<file path="src/rtl/cla_pkg.sv">
// Shared constants and elaboration helpers for the pipelined carry-lookahead adder.
package cla_pkg;

  localparam int unsigned CLA_LATENCY = 3;

  // Number of lookahead groups covering width bits; the last group may be partial.
  function automatic int unsigned cla_num_groups(input int unsigned width, input int unsigned fanin);
    return (width + fanin - 1) / fanin;
  endfunction

  // Number of tree levels until a single group remains.
  function automatic int unsigned cla_tree_depth(input int unsigned width, input int unsigned fanin);
    int unsigned w;
    int unsigned d;
    w = width;
    d = 1;
    while (w > fanin) begin
      w = cla_num_groups(w, fanin);
      d++;
    end
    return d;
  endfunction

endpackage

</file>
<file path="src/rtl/cla_group_carry_gen.sv">
// Recursive group-lookahead carry tree: one level of group P/G, recurse, expand down.
module cla_group_carry_gen
  import cla_pkg::*;
#(
  parameter int unsigned WIDTH = 16,
  parameter int unsigned FANIN = 4
) (
  input  logic             c_in,
  input  logic [WIDTH-1:0] p,
  input  logic [WIDTH-1:0] g,
  output logic [WIDTH:0]   c
);

  localparam int unsigned NUM_GROUPS = cla_num_groups(WIDTH, FANIN);

  if (NUM_GROUPS == 1) begin : g_leaf
    logic [WIDTH:0] cv;

    // Single group closes the recursion: carries straight from c_in.
    always_comb begin
      cv    = '0;
      cv[0] = c_in;
      for (int unsigned i = 0; i < WIDTH; i++) begin
        cv[i+1] = g[i] | (p[i] & cv[i]);
      end
    end

    assign c = cv;
  end else begin : g_tree
    logic [NUM_GROUPS-1:0] grp_p;
    logic [NUM_GROUPS-1:0] grp_g;
    logic [NUM_GROUPS:0]   grp_c;

    for (genvar k = 0; k < NUM_GROUPS; k++) begin : g_grp
      localparam int unsigned BASE = FANIN * k;
      localparam int unsigned SIZE = (k == NUM_GROUPS - 1) ? (WIDTH - BASE) : FANIN;
      logic            gp;
      logic            gg;
      logic [SIZE-1:0] cl;

      // Group propagate is the AND of members; group generate is the prefix generate.
      always_comb begin
        gp = 1'b1;
        gg = 1'b0;
        for (int unsigned j = 0; j < SIZE; j++) begin
          gg = g[BASE+j] | (p[BASE+j] & gg);
          gp = gp & p[BASE+j];
        end
      end

      assign grp_p[k] = gp;
      assign grp_g[k] = gg;

      // Expand the group carry-in across the member bits.
      always_comb begin
        cl    = '0;
        cl[0] = grp_c[k];
        for (int unsigned j = 0; j + 1 < SIZE; j++) begin
          cl[j+1] = g[BASE+j] | (p[BASE+j] & cl[j]);
        end
      end

      assign c[BASE +: SIZE] = cl;
    end

    cla_group_carry_gen #(
      .WIDTH(NUM_GROUPS),
      .FANIN(FANIN)
    ) u_upper (
      .c_in(c_in),
      .p   (grp_p),
      .g   (grp_g),
      .c   (grp_c)
    );

    assign c[WIDTH] = grp_c[NUM_GROUPS];
  end

endmodule

</file>
<file path="src/rtl/cla_pipe_adder.sv">
// Three-stage elastic carry-lookahead adder/subtractor with valid/ready handshake.
module cla_pipe_adder
  import cla_pkg::*;
#(
  parameter int unsigned WIDTH = 16,
  parameter int unsigned FANIN = 4
) (
  input  logic             i_clk,
  input  logic             i_rst_n,
  input  logic             i_valid,
  output logic             o_ready,
  input  logic [WIDTH-1:0] i_a,
  input  logic [WIDTH-1:0] i_b,
  input  logic             i_cin,
  input  logic             i_sub,
  output logic             o_valid,
  input  logic             i_ready,
  output logic [WIDTH-1:0] o_sum,
  output logic             o_cout,
  output logic             o_ovf
);

  logic             valid0;
  logic             valid1;
  logic             rdy0;
  logic             rdy1;
  logic             rdy2;
  logic             accept0;
  logic             adv1;
  logic             adv2;
  logic [WIDTH-1:0] b_eff;
  logic [WIDTH-1:0] p0;
  logic [WIDTH-1:0] g0;
  logic             c0;
  logic [WIDTH:0]   carry_c;
  logic [WIDTH:0]   carry1;
  logic [WIDTH-1:0] p1;

  // Per-stage ready: an empty stage always accepts, so bubbles collapse.
  always_comb begin
    rdy2    = ~o_valid | i_ready;
    rdy1    = ~valid1 | rdy2;
    rdy0    = ~valid0 | rdy1;
    accept0 = i_valid & rdy0;
    adv1    = valid0 & rdy1;
    adv2    = valid1 & rdy2;
  end

  assign o_ready = rdy0;
  assign b_eff   = i_sub ? ~i_b : i_b;

  // Stage valid flags; a stalled stage keeps its flag.
  always_ff @(posedge i_clk or negedge i_rst_n) begin
    if (!i_rst_n) begin
      valid0  <= 1'b0;
      valid1  <= 1'b0;
      o_valid <= 1'b0;
    end else begin
      if (rdy0) valid0  <= i_valid;
      if (rdy1) valid1  <= valid0;
      if (rdy2) o_valid <= valid1;
    end
  end

  // S0: capture bitwise propagate/generate and the effective carry-in.
  always_ff @(posedge i_clk) begin
    if (accept0) begin
      p0 <= i_a ^ b_eff;
      g0 <= i_a & b_eff;
      c0 <= i_sub | i_cin;
    end
  end

  cla_group_carry_gen #(
    .WIDTH(WIDTH),
    .FANIN(FANIN)
  ) u_carry (
    .c_in(c0),
    .p   (p0),
    .g   (g0),
    .c   (carry_c)
  );

  // S1: register the full carry vector alongside propagate.
  always_ff @(posedge i_clk) begin
    if (adv1) begin
      carry1 <= carry_c;
      p1     <= p0;
    end
  end

  // S2: form sum, carry-out and signed overflow; held while downstream stalls.
  always_ff @(posedge i_clk or negedge i_rst_n) begin
    if (!i_rst_n) begin
      o_sum  <= '0;
      o_cout <= 1'b0;
      o_ovf  <= 1'b0;
    end else if (adv2) begin
      o_sum  <= p1 ^ carry1[WIDTH-1:0];
      o_cout <= carry1[WIDTH];
      o_ovf  <= carry1[WIDTH] ^ carry1[WIDTH-1];
    end
  end

endmodule

</file>
<file path="config.mk">
export PLATFORM = sky130hd
export DESIGN_NAME = cla_pipe_adder
export DESIGN_NICKNAME = d
export VERILOG_FILES = /design/src/rtl/cla_pkg.sv /design/src/rtl/cla_group_carry_gen.sv /design/src/rtl/cla_pipe_adder.sv
export SDC_FILE = /design/constraint.sdc
export NUM_CORES = 1
export LEC_CHECK = 0
export BUFFER_PORTS_ARGS = -buffer_cell sky130_fd_sc_hd__buf_2
export CAP_MARGIN = 25
export CELL_PAD_IN_SITES_DETAIL_PLACEMENT = 0
export CELL_PAD_IN_SITES_GLOBAL_PLACEMENT = 1
export CORE_UTILIZATION = 46
export CTS_CLUSTER_DIAMETER = 40
export DETAILED_ROUTE_END_ITERATION = 6
export PLACE_DENSITY = 0.77
export SLEW_MARGIN = 20
export SYNTH_ARGS = -nofsm -noshare
export SYNTH_HDL_FRONTEND = slang
export SYNTH_SLANG_ARGS = --single-unit
</file>
<file path="constraint.sdc">
create_clock -name i_clk -period 2.1 [get_ports i_clk]
set_clock_uncertainty 0.05 [all_clocks]
set_input_delay 0.21 -clock i_clk [delete_from_list [all_inputs] [get_ports i_clk]]
set_output_delay 0.21 -clock i_clk [all_outputs]
set_load 0.02 [all_outputs]
</file>
==> results.json <==
{
  "drt-initial-drc-count": 61,
  "num_rows": 31,
  "grt.overflow.total": 0,
  "die_h_um": 88.98,
  "final_cell_mix": "edfxtp_1 (66), buf_2 (57), nand2_1 (24)",
  "fin_area_mm2": 0.004093,
  "dieArea_mm2": 0.007917,
  "cts_hold_buf": 2,
  "p_sw_share_pct": 25.62,
  "synth_seq_area_share_pct": 72.06,
  "p_clk_share_pct": 27.1,
  "maxSlewHeadroom_pct": 68.49,
  "drive_gt1_share_pct": 27.09,
  "cts_made_buffers": 9,
  "first_global_vias": 1649,
  "setup_ws_ps": 244.4,
  "status": "completed",
  "yosysWarnings": 0,
  "vias_per_cell": 4.590,
  "insertion_delay_ps": 340,
  "synth_cell_types": 26,
  "ant_nets": 0,
  "p_sw_mw": 1.009,
  "synth_nets": 280,
  "rrSetupSlack_ps": 240,
  "core_area_mm2": 0.007292,
  "slew_viol_final": 0,
  "hold_ws_ps": 86.95,
  "timing.fmax_mhz": 538.9,
  "max_cap_viol_count": 0,
  "cts_tree": "done",
  "setup_viol": 0,
  "hpwl_um": 3422,
  "remaining_drc_errors": 0,
  "syn_inst": 226,
  "gr-usage-all-layers_pct": 13.68,
  "tightest_slew_ps": 472.6,
  "layoutNonFillerInstCount": 398,
  "clock_tree.root_cell": "clkbuf_8",
  "place_area_mm2": 0.003891,
  "grt_pass1_wl_um": 7707,
  "cts_num_sinks": 87,
  "nFillCells": 635,
  "combPwrFrac_pct": 15.5,
  "start_util_pct": 47.72,
  "syn_to_final_growth_pct": 17.62,
  "grt_max_degree": 35,
  "dp_slack_ps": 247.4,
  "leakage_nw": 1.668,
  "gp_congestion": 0.7228,
  "required_ps": 2150,
  "setup_tns_ps": 0,
  "final_nets": 348,
  "cts_resized": 0,
  "syn_area_mm2": 0.003480,
  "path_class": "register to register",
  "p_int_mw": 2.927,
  "post_drt_wl_per_cell_um": 11.91,
  "synth-seq-cells": 87,
  "start_kind": "register",
  "power_frac_seq_pct": 57.4,
  "finalHoldViolations": 0,
  "num_io_pins": 58,
  "die-width_um": 88.98,
  "powerDensity_mw_per_mm2": 961.6,
  "drt-total-wl_um": 4740,
  "port_buffers": 57,
  "cp_max_fo": 4,
  "dp_cells": 380,
  "min-delay-path-class": "input port to register",
  "final_util_pct": 56.13,
  "antenna_found_initial": 0,
  "clk_path_buf_depth": 2,
  "rsz0062_at_grt": "false",
  "vias": 1827,
  "htree_levels": 3,
  "final_common_cell": "edfxtp_1",
  "min_period_ps": 1856,
  "syn_avg_cell_area_um2": 15.40,
  "power_mw": 3.936,
  "arrival_ps": 1910,
  "cp-end-kind": "register",
  "drt_first_pass_iters": 4,
  "n_antenna_cell": 0,
  "clkTransAtPathRegs_ps": 80,
  "vdd_drop_max_mv": 0.3313,
  "postCtsSetupRepairBufs": 0,
  "fin_crit_sh_pct": 88.36
}
## power by group through the flow
| stage | clock network, mW | registers (mW) | logic (mW) |
|---|---|---|---|
| global placement | 0 | 2.29 | 0.608 |
| CTS | 1.10 | 2.26 | 0.623 |
| finish | 1.07 | 2.26 | 0.610 |
| detailed placement | 0 | 2.30 | 0.618 |
| global route | 1.17 | 2.29 | 0.693 |
| floorplan | 0 | 2.40 | 0.280 |
## sequential cells by signal, summed over array words and instances (netlist names)
register  cells
o_sum        16
o_valid       1
c0            1
o_cout        1
p1           16
valid0        1
carry1       17
o_ovf         1
valid1        1
p0           16
g0           16
## cells by family (layout without fill, tap and decap cells)
group,count (synthesis),after routing,share of synthesized area (%)
flip-flops,87,87,72.06
multiplexers,1,1,0.3236
AO/OA/AOI/OAI,41,41,7.408
AND/OR/NAND/NOR,42,42,5.430
buffers and inverters,6,79,0.7191
adder cells (fa/ha/maj),16,16,5.753
XOR/XNOR,33,33,8.306
## final timing paths
| kind | start | endpoint | depth (start not counted) |
|---|---|---|---|
| min reg2reg | c0$_DFFE_PP_ | carry1[0]$_DFFE_PP_ | 0 |
| max | p0[2]$_DFFE_PP_ | carry1[16]$_DFFE_PP_ | 6 |
| max in group asynchronous | i_rst_n | o_sum[11]$_DFFE_PN0P_ | 2 |
| min in group asynchronous | i_rst_n | valid1$_DFFE_PN0P_ | 2 |
| min | i_cin | c0$_DFFE_PP_ | 2 |
| max reg2reg | p0[2]$_DFFE_PP_ | carry1[16]$_DFFE_PP_ | 6 |
## worst max-delay path, stage by stage, from the launching register on
cell	delay, ps
edfxtp_1	430
a21o_1	210
a21oi_2	140
a21oi_1	120
o21ai_1	230
a32oi_2	180
a31o_1	260
## layout make-up
class                   instances  area (um^2)  area share (%)
flip-flops and latches         87         2507           61.27
multi-input cells             133        948.4           23.17
repair buffers                 62        327.8           8.010
clock buffers                  11        131.4           3.210
well taps                      99        123.9           3.027
clock inverters                 5        50.05           1.223
inverters                       1        3.754         0.09171
## synth_stat cells
cell type | n | area share [%]
o21ai_1 | 1 | 0.14
o21ai_0 | 20 | 2.9
xor2_1 | 16 | 4.0
a31o_1 | 1 | 0.25
edfxtp_1 | 66 | 57
nor2b_1 | 1 | 0.18
a21o_2 | 3 | 0.76
or2_2 | 2 | 0.36
and2_1 | 2 | 0.36
a21oi_2 | 1 | 0.25
ha_1 | 16 | 5.8
nand3_1 | 1 | 0.14
nand4_1 | 2 | 0.36
a211oi_1 | 1 | 0.22
buf_2 | 2 | 0.29
clkbuf_1 | 3 | 0.32
inv_1 | 1 | 0.11
dfrtp_1 | 21 | 15
a32oi_2 | 1 | 0.47
nand2b_1 | 5 | 0.90
a21oi_1 | 5 | 0.72
nand2_1 | 24 | 2.6
mux2_2 | 1 | 0.32
nor2_1 | 5 | 0.54
a21o_1 | 8 | 1.7
xnor2_1 | 17 | 4.3
## per-layer routing
metal,vias to the layer above,track usage [%],share of wire (%)
met2,48,19.51,43
met3,6,3.139,3.7
met5,-,0,0
li1,950,-,-
met1,823,19.06,52
met4,0,8.658,1.7
No activity file was read; power rests on OpenSTA's default activity.
